==> config.mk <==
export PLATFORM = sky130hd
export DESIGN_NAME = seq_det_frame_ctrl
export DESIGN_NICKNAME = d
export VERILOG_FILES = /design/src/rtl/seq_det_pkg.sv /design/src/rtl/seq_det_core.sv /design/src/rtl/seq_det_frame_ctrl.sv
export SDC_FILE = /design/constraint.sdc
export NUM_CORES = 1
export LEC_CHECK = 0
export ABC_CLOCK_PERIOD_IN_PS = 1540
export CAP_MARGIN = 10
export CELL_PAD_IN_SITES_DETAIL_PLACEMENT = 1
export CELL_PAD_IN_SITES_GLOBAL_PLACEMENT = 1
export CORE_MARGIN = 2
export CORE_UTILIZATION = 36
export DETAILED_ROUTE_END_ITERATION = 8
export GPL_TIMING_DRIVEN = 0
export PLACE_DENSITY_LB_ADDON = 0.08
export SYNTH_ARGS = -nofsm -noshare
export SYNTH_HDL_FRONTEND = slang
export SYNTH_SLANG_ARGS = --single-unit
export TNS_END_PERCENT = 50
==> constraint.sdc <==
create_clock -name clk -period 1.54 [get_ports clk]
set_clock_uncertainty 0.05 [all_clocks]
set_input_delay 0.385 -clock clk [delete_from_list [all_inputs] [get_ports clk]]
set_output_delay 0.385 -clock clk [all_outputs]
set_load 0.02 [all_outputs]
==> src/rtl/seq_det_pkg.sv <==
// Shared state encodings for the serial pattern detector and its word-level controller.
package seq_det_pkg;

    // Each detector state names the input suffix relevant to 010 / 1001.
    typedef enum logic [2:0] {
        S0 = 3'd0,  // empty
        S1 = 3'd1,  // "0" / "00"
        S2 = 3'd2,  // "01"
        S3 = 3'd3,  // "10"
        S4 = 3'd4,  // "1" / "11"
        S5 = 3'd5   // "100"
    } det_state_t;

    typedef enum logic [1:0] {
        IDLE  = 2'd0,
        SHIFT = 2'd1,
        DONE  = 2'd2
    } ctrl_state_t;

endpackage

==> src/rtl/seq_det_core.sv <==
// Overlapping Mealy detector for 010 and 1001; advances one bit per enabled cycle.
module seq_det_core
    import seq_det_pkg::*;
(
    input  logic clk,
    input  logic reset,
    input  logic clr,
    input  logic en,
    input  logic x,
    output logic hit
);

    det_state_t state;
    det_state_t state_next;

    // NOTE: every variable assigned in always_comb gets a default first, so no path leaves it unassigned and infers a latch.
    always_comb begin
        state_next = state;
        case (state)
            S0:      state_next = x ? S4 : S1;
            S1:      state_next = x ? S2 : S1;
            S2:      state_next = x ? S4 : S3;
            S3:      state_next = x ? S2 : S5;
            S4:      state_next = x ? S4 : S3;
            S5:      state_next = x ? S2 : S1;
            default: state_next = S0;
        endcase
    end

    // NOTE: state registers use non-blocking assignments so every flop samples pre-edge values.
    always_ff @(posedge clk or negedge reset) begin
        if (!reset) begin
            state <= S0;
        end else if (clr) begin
            state <= S0;
        end else if (en) begin
            state <= state_next;
        end
    end

    assign hit = ((state == S2) && !x) || ((state == S5) && x);

endmodule

==> src/rtl/seq_det_frame_ctrl.sv <==
// Word-level scheduler: accepts a parallel word, shifts it MSB-first through the
// detector and returns the saturating per-word detection count.
module seq_det_frame_ctrl
    import seq_det_pkg::*;
#(
    parameter int WORD_W = 8,
    parameter int CNT_W  = 4
) (
    input  logic              clk,
    input  logic              reset,
    input  logic              in_valid,
    output logic              in_ready,
    input  logic [WORD_W-1:0] in_data,
    input  logic              in_flush,
    output logic              out_valid,
    input  logic              out_ready,
    output logic [CNT_W-1:0]  out_count,
    output logic              out_last_hit,
    output logic              busy
);

    localparam int BIT_W = (WORD_W > 2) ? $clog2(WORD_W) : 1;

    ctrl_state_t       state;
    logic [WORD_W-1:0] shreg;
    logic [BIT_W-1:0]  bit_cnt;
    logic [CNT_W-1:0]  match_cnt;
    logic [CNT_W-1:0]  cnt_next;
    logic              det_clr;
    logic              det_en;
    logic              det_x;
    logic              det_hit;

    // Flush clears history on the accept edge so the first bit sees an empty detector.
    assign det_clr  = (state == IDLE) && in_valid && in_ready && in_flush;
    assign det_en   = (state == SHIFT);
    assign det_x    = shreg[WORD_W-1];
    assign cnt_next = (det_hit && (match_cnt != {CNT_W{1'b1}})) ? match_cnt + CNT_W'(1) : match_cnt;

    seq_det_core u_core (
        .clk   (clk),
        .reset (reset),
        .clr   (det_clr),
        .en    (det_en),
        .x     (det_x),
        .hit   (det_hit)
    );

    // Results live in their own registers so they stay put while the next word's count restarts.
    always_ff @(posedge clk or negedge reset) begin
        if (!reset) begin
            state        <= IDLE;
            in_ready     <= 1'b1;
            out_valid    <= 1'b0;
            busy         <= 1'b0;
            shreg        <= '0;
            bit_cnt      <= '0;
            match_cnt    <= '0;
            out_count    <= '0;
            out_last_hit <= 1'b0;
        end else begin
            case (state)
                IDLE: begin
                    if (in_valid && in_ready) begin
                        shreg     <= in_data;
                        bit_cnt   <= '0;
                        match_cnt <= '0;
                        state     <= SHIFT;
                        in_ready  <= 1'b0;
                        busy      <= 1'b1;
                    end
                end
                SHIFT: begin
                    shreg     <= {shreg[WORD_W-2:0], 1'b0};
                    match_cnt <= cnt_next;
                    bit_cnt   <= bit_cnt + BIT_W'(1);
                    if (bit_cnt == BIT_W'(WORD_W - 1)) begin
                        state        <= DONE;
                        out_valid    <= 1'b1;
                        out_count    <= cnt_next;
                        out_last_hit <= det_hit;
                    end
                end
                DONE: begin
                    if (out_ready) begin
                        state     <= IDLE;
                        out_valid <= 1'b0;
                        in_ready  <= 1'b1;
                        busy      <= 1'b0;
                    end
                end
                default: begin
                    state     <= IDLE;
                    in_ready  <= 1'b1;
                    out_valid <= 1'b0;
                    busy      <= 1'b0;
                end
            endcase
        end
    end

endmodule

# ---- Yosys cells after proc, flatten, opt, wreduce, memory -nomap -nowiden
# Cells that the tools add are included.
# Widths: inputs -> output; s select.
dict set report totals {
  output_inout_bits 8
  elab_cells 72
  register_bits 28
}
dict set report classes {
  bitwise 2
  n_mux 26
  n_reduce_logical 20
  n_eq_ne 12
  n_addsub 2
}
# cell n
set op_table {}
lappend op_table {{$mux 3} 6}
lappend op_table {{$pmux 8 s2} 1}
lappend op_table {{$pmux 3 s4} 1}
lappend op_table {{$eq 3x3->1 const B} 3}
lappend op_table {{$pmux 1 s3} 3}
lappend op_table {{$reduce_and 3->1} 3}
lappend op_table {{$mux 2} 4}
lappend op_table {{$mux 4} 2}
lappend op_table {{$mux 8} 1}
lappend op_table {{$pmux 4 s2} 1}
lappend op_table {{$logic_and 1x1->1} 7}
lappend op_table {{$eq 3x2->1 const B} 2}
lappend op_table {{$pmux 2 s3} 1}
lappend op_table {{$pmux 3 s2} 1}
lappend op_table {{$mux 1} 5}
lappend op_table {{$add 4x1->4 const B} 1}
lappend op_table {{$ne 2x1->1 const B} 2}
lappend op_table {{$ne 4x4->1 const B} 1}
lappend op_table {{$reduce_and 2->1} 2}
lappend op_table {{$reduce_bool 2->1} 2}
lappend op_table {{$reduce_or 2->1} 2}
lappend op_table {{$add 3x1->3 const B} 1}
lappend op_table {{$eq 3x1->1 const B} 1}
lappend op_table {{$logic_not 3->1} 1}
lappend op_table {{7 further kinds} 8}

# ---- Longest topological paths before layout
# Gate-level depths: netlist of run 1.
dict set report depth {
  ltp_word 6
  depth_mapped 6
  depth_no_buf 5
}

# ---- Modules after synthesis
# From an unflattened synthesis of run 1, not the netlist that was laid out.
dict set report hier_totals {
  cells_unflattened 141
  area_unflattened_um2 1435.1
}
# mod cells_each area_per_inst_um2 seq_area_each_um2 instances
set modules_own_cells {}
lappend modules_own_cells {seq_det_frame_ctrl 121 1255.0 626.9 1}
lappend modules_own_cells {seq_det_core 20 180.2 75.1 1}

# ---- Least setup slack after synthesis of run 1
# OpenSTA, ideal clock, no wires.
dict set report synth_timing {
  kind {register to register}
  start {reg in_ready}
  end {reg match_cnt[0]}
  arrival_time_ns 1.471
  required_time_ns 1.365
  setup_slack_ns -0.105
  path_stages_with_launch 6
  cell_sequence {dfstp_2 nor4bb_1 buf_2 nor2_1 a21o_1 mux2_2}
}
dict set report synth_between {
  elab_chain_len 3
}
# item line
set synth_lines {}
lappend synth_lines {{from (decl)} seq_det_frame_ctrl.sv:12} ;# output logic in_ready,
lappend synth_lines {{from (signal assigned)} seq_det_frame_ctrl.sv:53} ;# in_ready <= 1'b1;
lappend synth_lines {{from (signal assigned)} seq_det_frame_ctrl.sv:69} ;# in_ready <= 1'b0;
lappend synth_lines {{from (signal assigned)} seq_det_frame_ctrl.sv:88} ;# in_ready <= 1'b1;
lappend synth_lines {{$logic_and 1x1->1} seq_det_frame_ctrl.sv:64} ;# if (in_valid && in_ready) begin
lappend synth_lines {{$ne 2x1->1 (no source line)} --}
lappend synth_lines {{$reduce_and 2->1 (no source line)} --}
lappend synth_lines {{to (signal assigned)} seq_det_frame_ctrl.sv:75} ;# match_cnt <= cnt_next;
lappend synth_lines {{to (decl)} seq_det_frame_ctrl.sv:27} ;# logic [CNT_W-1:0] match_cnt;
# No other way between the ends.
# A chain may end at the register's enable or synchronous reset.

# ---- Final worst setup path of run 1
dict set report layout_timing {
  start {reg u_core.state[0]}
  end {reg match_cnt[3]}
}
dict set report layout_between {
  elab_chain_len 6
  elab_cells_between_ends 8
}
# item line
set layout_lines {}
lappend layout_lines {{from (decl)} seq_det_core.sv:13} ;# det_state_t state;
lappend layout_lines {{from (signal assigned)} seq_det_core.sv:37} ;# state <= state_next;
lappend layout_lines {{$eq 3x2->1 or $eq 3x3->1 (tied branches)} seq_det_core.sv:41} ;# assign hit = ((state == S2) && !x) || ((state == S5) && x);
lappend layout_lines {{$logic_and 1x1->1} seq_det_core.sv:41}
lappend layout_lines {{$logic_or 1x1->1 (*)} seq_det_core.sv:41}
lappend layout_lines {{$logic_and 1x1->1 (*)} seq_det_frame_ctrl.sv:38} ;# assign cnt_next = (det_hit && (match_cnt != {CNT_W{1'b1}})) ? match_cnt + CNT_W'(1) : match_cnt;
lappend layout_lines {{$mux 4 (*)} seq_det_frame_ctrl.sv:38}
lappend layout_lines {{$pmux 4 s2 (*)} seq_det_frame_ctrl.sv:62} ;# case (state)
# Mark *: on every way between the ends. The rest lies on a longest branch, timed or not.

==> impl_results.rst, run 1 <==
.. list-table::
   :header-rows: 1

   * - Metric
     - Value
   * - Net total in the final layout
     - 201
   * - Critical-path top delay cell
     - dfrtp_2
   * - #FFs+latches synth
     - 28
   * - Relative area change from synthesis to final layout
     - 42.5%
   * - Switch Pwr
     - 1.07 mW
   * - Avg Inst Size Synth
     - 9.86 um^2
   * - Number of instances in the placed design
     - 209
   * - Classification of the worst setup path
     - flop to flop
   * - Number of max-cap violations
     - 0
   * - Placement Setup Slack
     - -0.604 ns
   * - Cell occurring most often along the worst timing path
     - buf_6
   * - Path depth of the worst reg2reg path
     - 7
   * - End of the worst register-to-register path
     - match_cnt[3]
   * - Clock buffer depth
     - 2
   * - Setup ws final
     - -0.0672 ns
   * - Number of input and output port buffers inserted
     - 20
   * - Total non-filler cell area in the finished layout
     - 0.00197 mm^2
   * - Worst-margin pin slew
     - 0.668 ns
   * - Outcome
     - complete, but fails checks
   * - Initial Utilization
     - 37.7%
   * - Ys async rst share
     - 100%
   * - Cell-internal power
     - 1.71 mW
   * - Number of placement rows
     - 22
   * - RSZ-0062 raised after global routing
     - true
   * - Worst reg2reg path startpoint
     - u_core.state[0]
   * - Total detailed-routing wirelength
     - 3580 um
   * - Num Clock Sinks
     - 28
   * - Yosys warning count
     - 0
   * - Total negative slack
     - -0.202 ns
   * - Final weighted congestion of routability-driven global placement
     - 0.814
   * - Ratio of final minimum period to clock period
     - 104%
   * - Layout fillers
     - 413
   * - Area of the core region
     - 0.00366 mm^2
   * - Worst skew pair latency
     - 0.29 ns
   * - Total power density per cell area
     - 1410 mW/mm^2
   * - Setup slack of the worst register-to-register path
     - -0.07 ns
   * - Register clock-pin slew on the reported worst setup and hold paths
     - 0.11 ns
   * - Signal arrival time at the worst endpoint
     - 1.74 ns
   * - Min-Delay Path Class
     - input pin to asynchronous set/reset pin
   * - Detail-routed net length per standard cell
     - 15.4 um
   * - CTS tree
     - done
   * - Category of the worst setup path launch point
     - flop
   * - Largest driver fanout on the critical path
     - 4
   * - CP max stage delay
     - 0.46 ns
   * - H-tree depth
     - 1
   * - Worst-case headroom to the max-slew limit
     - 55.4%
   * - Cts bufs inserted
     - 3
   * - Final routed DRC violation total
     - 0
   * - Sequential share of power
     - 43.1%
   * - Data required time of the worst path
     - 1.67 ns
   * - Total via count in the routed design
     - 1,191
   * - Drt initial violations
     - 47
   * - Logic pwr share
     - 41.1%
   * - Gate count after technology mapping
     - 140
   * - Most used DFF post-synth
     - dfrtp_1
   * - Post-Route Hold Slack
     - 0.440 ns
   * - Worst VDD drop
     - 562 uV
   * - Hold-fix buffers at CTS
     - 0
   * - Kind of capture point of the worst setup path
     - flop
   * - First-pass GRT wire length
     - 5910 um
   * - Post-Route Utilization
     - 53.7%
   * - Final Power
     - 2.78 mW
   * - Switching power share of the total
     - 38.4%
   * - Ordered cell list for the critical path
     - nor4b_4 -> buf_6 -> nor2_4 -> buf_6 -> buf_6 -> nor4_4 -> a211oi_2
   * - Estimated wirelength of the detail-placed design
     - 2370 um
   * - Pleak
     - 0.857 nW
   * - Count of flip-flops with a built-in enable after synthesis
     - 0
   * - Mean number of vias per cell
     - 5.13
   * - Final critical path time including I/O delays and setup
     - 1.61 ns
   * - Overall overflow remaining after global route
     - 0
   * - Floorplan die height
     - 65.9 um
   * - Part of the power in the clock network
     - 15.8%
   * - Die Span X
     - 65.9 um
   * - Setup Viol. Count Final
     - 5
   * - Pin count of the biggest net entering global routing
     - 18
   * - Synth cell types
     - 36
   * - Fraction of layout instances using a drive strength above 1
     - 27.7%
   * - Count of boundary I/O pins
     - 21
   * - Antenna violations before repair
     - 0
   * - Nets in the synthesized netlist
     - 156
   * - Share of synthesized area occupied by flip-flops and latches
     - 50.9%
   * - Final ANT Viol Nets
     - 0
   * - Highest Clock Rate
     - 0.622 GHz
   * - Cell at the root of the clock tree
     - clkbuf_8
   * - Non-filler cells in the finished layout
     - 232
   * - Endpoints failing hold
     - 0
   * - Total inserted antenna cells
     - 0
   * - GR Util All Layers
     - 18.2%
   * - Violations in the final reports
     - setup timing
   * - Synthesized area
     - 0.00138 mm^2
   * - Number of detailed-routing iterations run before antenna repair
     - 4
   * - Vias in the first global route
     - 1,191
   * - Number of pins with negative max-slew slack in the final report
     - 0
   * - Die area
     - 0.00434 mm^2
   * - Total placed instance area
     - 0.00168 mm^2
-- power by group through the flow --
| stage | sequential (mW) | combinational, mW | clock (mW) |
|---|---|---|---|
| global route | 1.23 | 1.27 | 0.469 |
| floorplan | 1.18 | 0.586 | 0 |
| detailed placement | 1.18 | 0.941 | 0 |
| CTS | 1.17 | 1.11 | 0.440 |
| global placement | 1.16 | 0.897 | 0 |
| finish | 1.20 | 1.14 | 0.440 |
-- layer usage --
| metal | track usage, % | wire length, um | vias to the layer above |
|---|---|---|---|
| met5 | 0 | 0 | - |
| met4 | 7.03 | 53 | 0 |
| met3 | 2.04 | 64 | 5 |
| met2 | 29.9 | 1740 | 12 |
| met1 | 24.4 | 1720 | 594 |
| li1 | - | - | 580 |
-- registers in the layout, summed over array words and instances (netlist names), 2 cells and up --
| signal | count |
|---|---|
| shreg | 8 |
| match_cnt | 4 |
| out_count | 4 |
| bit_cnt | 3 |
| u_core.state | 3 |
| state | 2 |
-- what timing repair did --
action                     CTS  global route
setup buffers               12             8
setup endpoints to repair   31            20
pin swaps                   13             8
resized for setup           42            15
-- critical path, delay by kind of cell, from the launching register on --
| kind | cells | cell delay, ns |
|---|---|---|
| and+or+nand+nor | 3 | 0.49 |
| DFF | 1 | 0.46 |
| buffers and inverters | 3 | 0.40 |
| AOI/OAI and AO/OA | 1 | 0.11 |
-- worst max path at each step --
stage                    start  cells after the start      endpoint
2_1_floorplan         in_ready                      5  match_cnt[0]
3_3_place_gp          in_valid                      6      shreg[5]
3_5_place_dp          in_valid                      6      shreg[6]
4_1_cts           match_cnt[0]                      5  match_cnt[0]
5_1_grt        u_core.state[0]                      7  match_cnt[3]
6_report       u_core.state[0]                      7  match_cnt[3]
-- cells in the mapped netlist, types with 2 or more instances --
library cell  number  area share (%)
nor4_1             2            0.91
ha_1               3             2.7
a21oi_1            3             1.1
mux2i_1            9             6.5
nor2_1             5             1.4
dfrtp_1           27              49
buf_2              2            0.73
nand2_1           27             7.3
clkbuf_1           3            0.82
o31a_1             3             1.9
a31oi_1            3             1.4
nor3_1             3             1.1
o21ai_0           22             8.0
inv_1              5             1.4
nand2b_1           2            0.91
-- cell type report --
class,count,area (um^2),share of cell area (%)
Multi-Input combinational cell,100,704,35.8
Buffer,6,50.0,2.54
Sequential cell,28,708,36.0
Timing Repair Buffer,41,380,19.3
Tap cell,48,60.1,3.05
Clock buffer,4,45.0,2.29
Inverter,5,18.8,0.954
-- kinds of logic (layout without fill, tap and decap cells) --
kind of cell	Yosys count	after routing	synth area share [%]
AOI/OAI and AO/OA	39	39	17.0
xor gates and xnor gates	1	1	0.635
adders and majority gates	3	3	2.72
buffers and inverters	12	56	4.26
and+or+nand+nor	47	47	17.1
muxes	10	10	7.34
DFF	28	28	50.9
-- cells in the final DEF (no fill, tap or decap), types with 5 or more instances in the layout --
cell	netlist	layout
buf_4	1	19
clkdlybuf4s50_1	0	11
dfrtp_1	27	22
dfrtp_2	0	5
dlygate4sd2_1	0	8
inv_1	5	5
mux2i_1	9	9
nand2_1	27	27
o21ai_0	22	13
o21ai_1	1	9
Power figures use the tool's default switching activity.
==> run 2: changes to the inputs <==
- TNS_END_PERCENT: 50 -> 1
==> run 2 against run 1 <==
  * The flow still finishes with violations (setup timing)
  * Utilization decreased by 2.3 points
  * Non-clock buffer count is 8 lower
  * Sequential share of layout area rose by 1.5 points
  * Largest cell class unchanged
  * Critical path type unchanged
  * Worst hold slack better by 0.0028 ns
  * Register-to-register slack lost 0.04 ns
  * Cell count down 3.4%
  * Via count fell by 3.3%
  * Maximum frequency shrank 2.2%
  * Clock power is 31% higher
  * Largest power group unchanged
  * Routed wire length shrank 11%
==> impl_results.rst, run 2 (synthesized netlist as in run 1, its figures left out) <==
.. list-table::
   :header-rows: 1

   * - Metric
     - Value
   * - Violations in the final reports
     - setup timing
   * - Highest Clock Rate
     - 0.609 GHz
   * - Number of max-cap violations
     - 0
   * - Die Span X
     - 65.9 um
   * - Relative area change from synthesis to final layout
     - 36.5%
   * - Total detailed-routing wirelength
     - 3190 um
   * - Total inserted antenna cells
     - 0
   * - H-tree depth
     - 1
   * - Clock buffer depth
     - 2
   * - Ordered cell list for the critical path
     - nor4b_4 -> buf_4 -> o21bai_4 -> a21o_1 -> mux2_4
   * - Largest driver fanout on the critical path
     - 5
   * - Setup ws final
     - -0.103 ns
   * - Pin count of the biggest net entering global routing
     - 18
   * - Final ANT Viol Nets
     - 0
   * - Floorplan die height
     - 65.9 um
   * - Flip-flop count of the largest register, all copies and words added
     - 8
   * - Net total in the final layout
     - 193
   * - Total negative slack
     - -0.380 ns
   * - Drt initial violations
     - 72
   * - Worst skew pair latency
     - 0.27 ns
   * - Setup Viol. Count Final
     - 8
   * - Data required time of the worst path
     - 1.66 ns
   * - RSZ-0062 raised after global routing
     - true
   * - Critical-path top delay cell
     - dfrtp_2
   * - Setup slack of the worst register-to-register path
     - -0.10 ns
   * - Cts bufs inserted
     - 3
   * - Num Clock Sinks
     - 28
   * - Most flop-heavy register
     - shreg
   * - Number of placement rows
     - 22
   * - Fraction of layout instances using a drive strength above 1
     - 22.2%
   * - Total via count in the routed design
     - 1,152
   * - Post-Route Hold Slack
     - 0.443 ns
   * - Path depth of the worst reg2reg path
     - 5
   * - Final Power
     - 2.78 mW
   * - Final weighted congestion of routability-driven global placement
     - 0.813
   * - Worst-margin pin slew
     - 0.662 ns
   * - Vias in the first global route
     - 1,159
   * - Cell at the root of the clock tree
     - clkbuf_8
   * - Post-Route Utilization
     - 51.5%
   * - First-pass GRT wire length
     - 5530 um
   * - Category of the worst setup path launch point
     - flop
   * - Launch point of the critical path
     - u_core.state[0]
   * - End of the worst register-to-register path
     - match_cnt[0]
   * - Ratio of final minimum period to clock period
     - 107%
   * - Most frequent cells in the layout
     - nand2_1, dfrtp_1, o21ai_0
   * - Kind of capture point of the worst setup path
     - flop
   * - Placement Setup Slack
     - -0.620 ns
   * - Number of input and output port buffers inserted
     - 20
   * - Estimated wirelength of the detail-placed design
     - 2370 um
   * - Signal arrival time at the worst endpoint
     - 1.76 ns
   * - Antenna violations before repair
     - 0
   * - Area of the core region
     - 0.00366 mm^2
   * - Worst VDD drop
     - 719 uV
   * - Mean number of vias per cell
     - 5.14
   * - GR Util All Layers
     - 16.7%
   * - CTS tree
     - done
   * - Worst reg2reg path startpoint
     - u_core.state[0]
   * - CP max stage delay
     - 0.46 ns
   * - Outcome
     - complete, but fails checks
   * - Number of pins with negative max-slew slack in the final report
     - 0
   * - Total power density per cell area
     - 1480 mW/mm^2
   * - Leading registers by flop count
     - shreg (8), match_cnt (4), out_count (4)
   * - Endpoints failing hold
     - 0
   * - Classification of the worst setup path
     - flop to flop
   * - Min-Delay Path Class
     - flop to flop
   * - Final routed DRC violation total
     - 0
   * - Final critical path time including I/O delays and setup
     - 1.64 ns
   * - Detail-routed net length per standard cell
     - 14.2 um
   * - Number of detailed-routing iterations run before antenna repair
     - 4
   * - Die area
     - 0.00434 mm^2
   * - Overall overflow remaining after global route
     - 0
   * - Count of boundary I/O pins
     - 21
   * - Initial Utilization
     - 37.7%
   * - Pleak
     - 0.832 nW
   * - Commonest non-fill, non-tap cell in the layout
     - nand2_1
   * - Register clock-pin slew on the reported worst setup and hold paths
     - 0.09 ns
   * - Worst-case headroom to the max-slew limit
     - 55.7%
   * - CP endpoint
     - match_cnt[0]
   * - Hold-fix buffers at CTS
     - 0
==> run 2: routing by layer <==
layer | global-route usage (%) | up-vias | routed length (um)
li1 | - | 564 | -
met1 | 21.8 | 573 | 1520
met2 | 27.7 | 13 | 1560
met3 | 3.58 | 2 | 86
met4 | 4.69 | 0 | 22
met5 | 0 | - | 0
==> run 2: through the flow <==
| stage | cell area [um^2] | std cells |
|---|---|---|
| global placement | 1650 | 208 |
| CTS | 1820 | 219 |
| floorplan | 1390 | 140 |
| global route | 1880 | 224 |
| finish | 1880 | 224 |
| detailed placement | 1680 | 209 |
==> run 2: final cells by class <==
type / instances / area [um^2]
plain buffers: 7 / 58.8
clock buffers: 3 / 41.3
clock inverters: 1 / 30.0
fillers: 414 / 1780
inverters: 5 / 18.8
multi-input cells: 100 / 666
flip-flops and latches: 28 / 707
well taps: 48 / 60.1
repair buffers: 32 / 303
==> run 2: how the worst min path moves through the flow <==
stage / startpoint / end / slack (ns) / depth (start not counted)
final: out_count[0] / out_count[0] / 0.44 / 2
after floorplan: reset / bit_cnt[0] / 0.04 / 0
after global placement: shreg[2] / shreg[3] / 0.41 / 2
after CTS: out_count[0] / out_count[0] / 0.45 / 2
after detailed placement: shreg[1] / shreg[2] / 0.42 / 2
after global routing: out_count[2] / out_count[2] / 0.47 / 2
==> run 2: power by group <==
| part | switching, mW | internal [mW] | total [mW] |
|---|---|---|---|
| Combinational | 0.545 | 0.484 | 1.03 |
| Sequential | 0.208 | 0.967 | 1.18 |
| Clock | 0.228 | 0.348 | 0.576 |
| Total | 0.982 | 1.80 | 2.78 |
==> run 2: what timing repair did <==
action	CTS	global route
pin swaps	11	3
buffers inserted	6	5
gates resized for setup	29	13
cloned	0	0
endpoints found under the setup margin	32	21
==> run 2: critical path, delay by kind of cell (launching register included) <==
family / cells / cell delay (ns)
buffers and inverters: 1 / 0.18
AOI/OAI and AO/OA: 2 / 0.23
muxes: 1 / 0.25
and+or+nand+nor: 1 / 0.36
DFF: 1 / 0.46
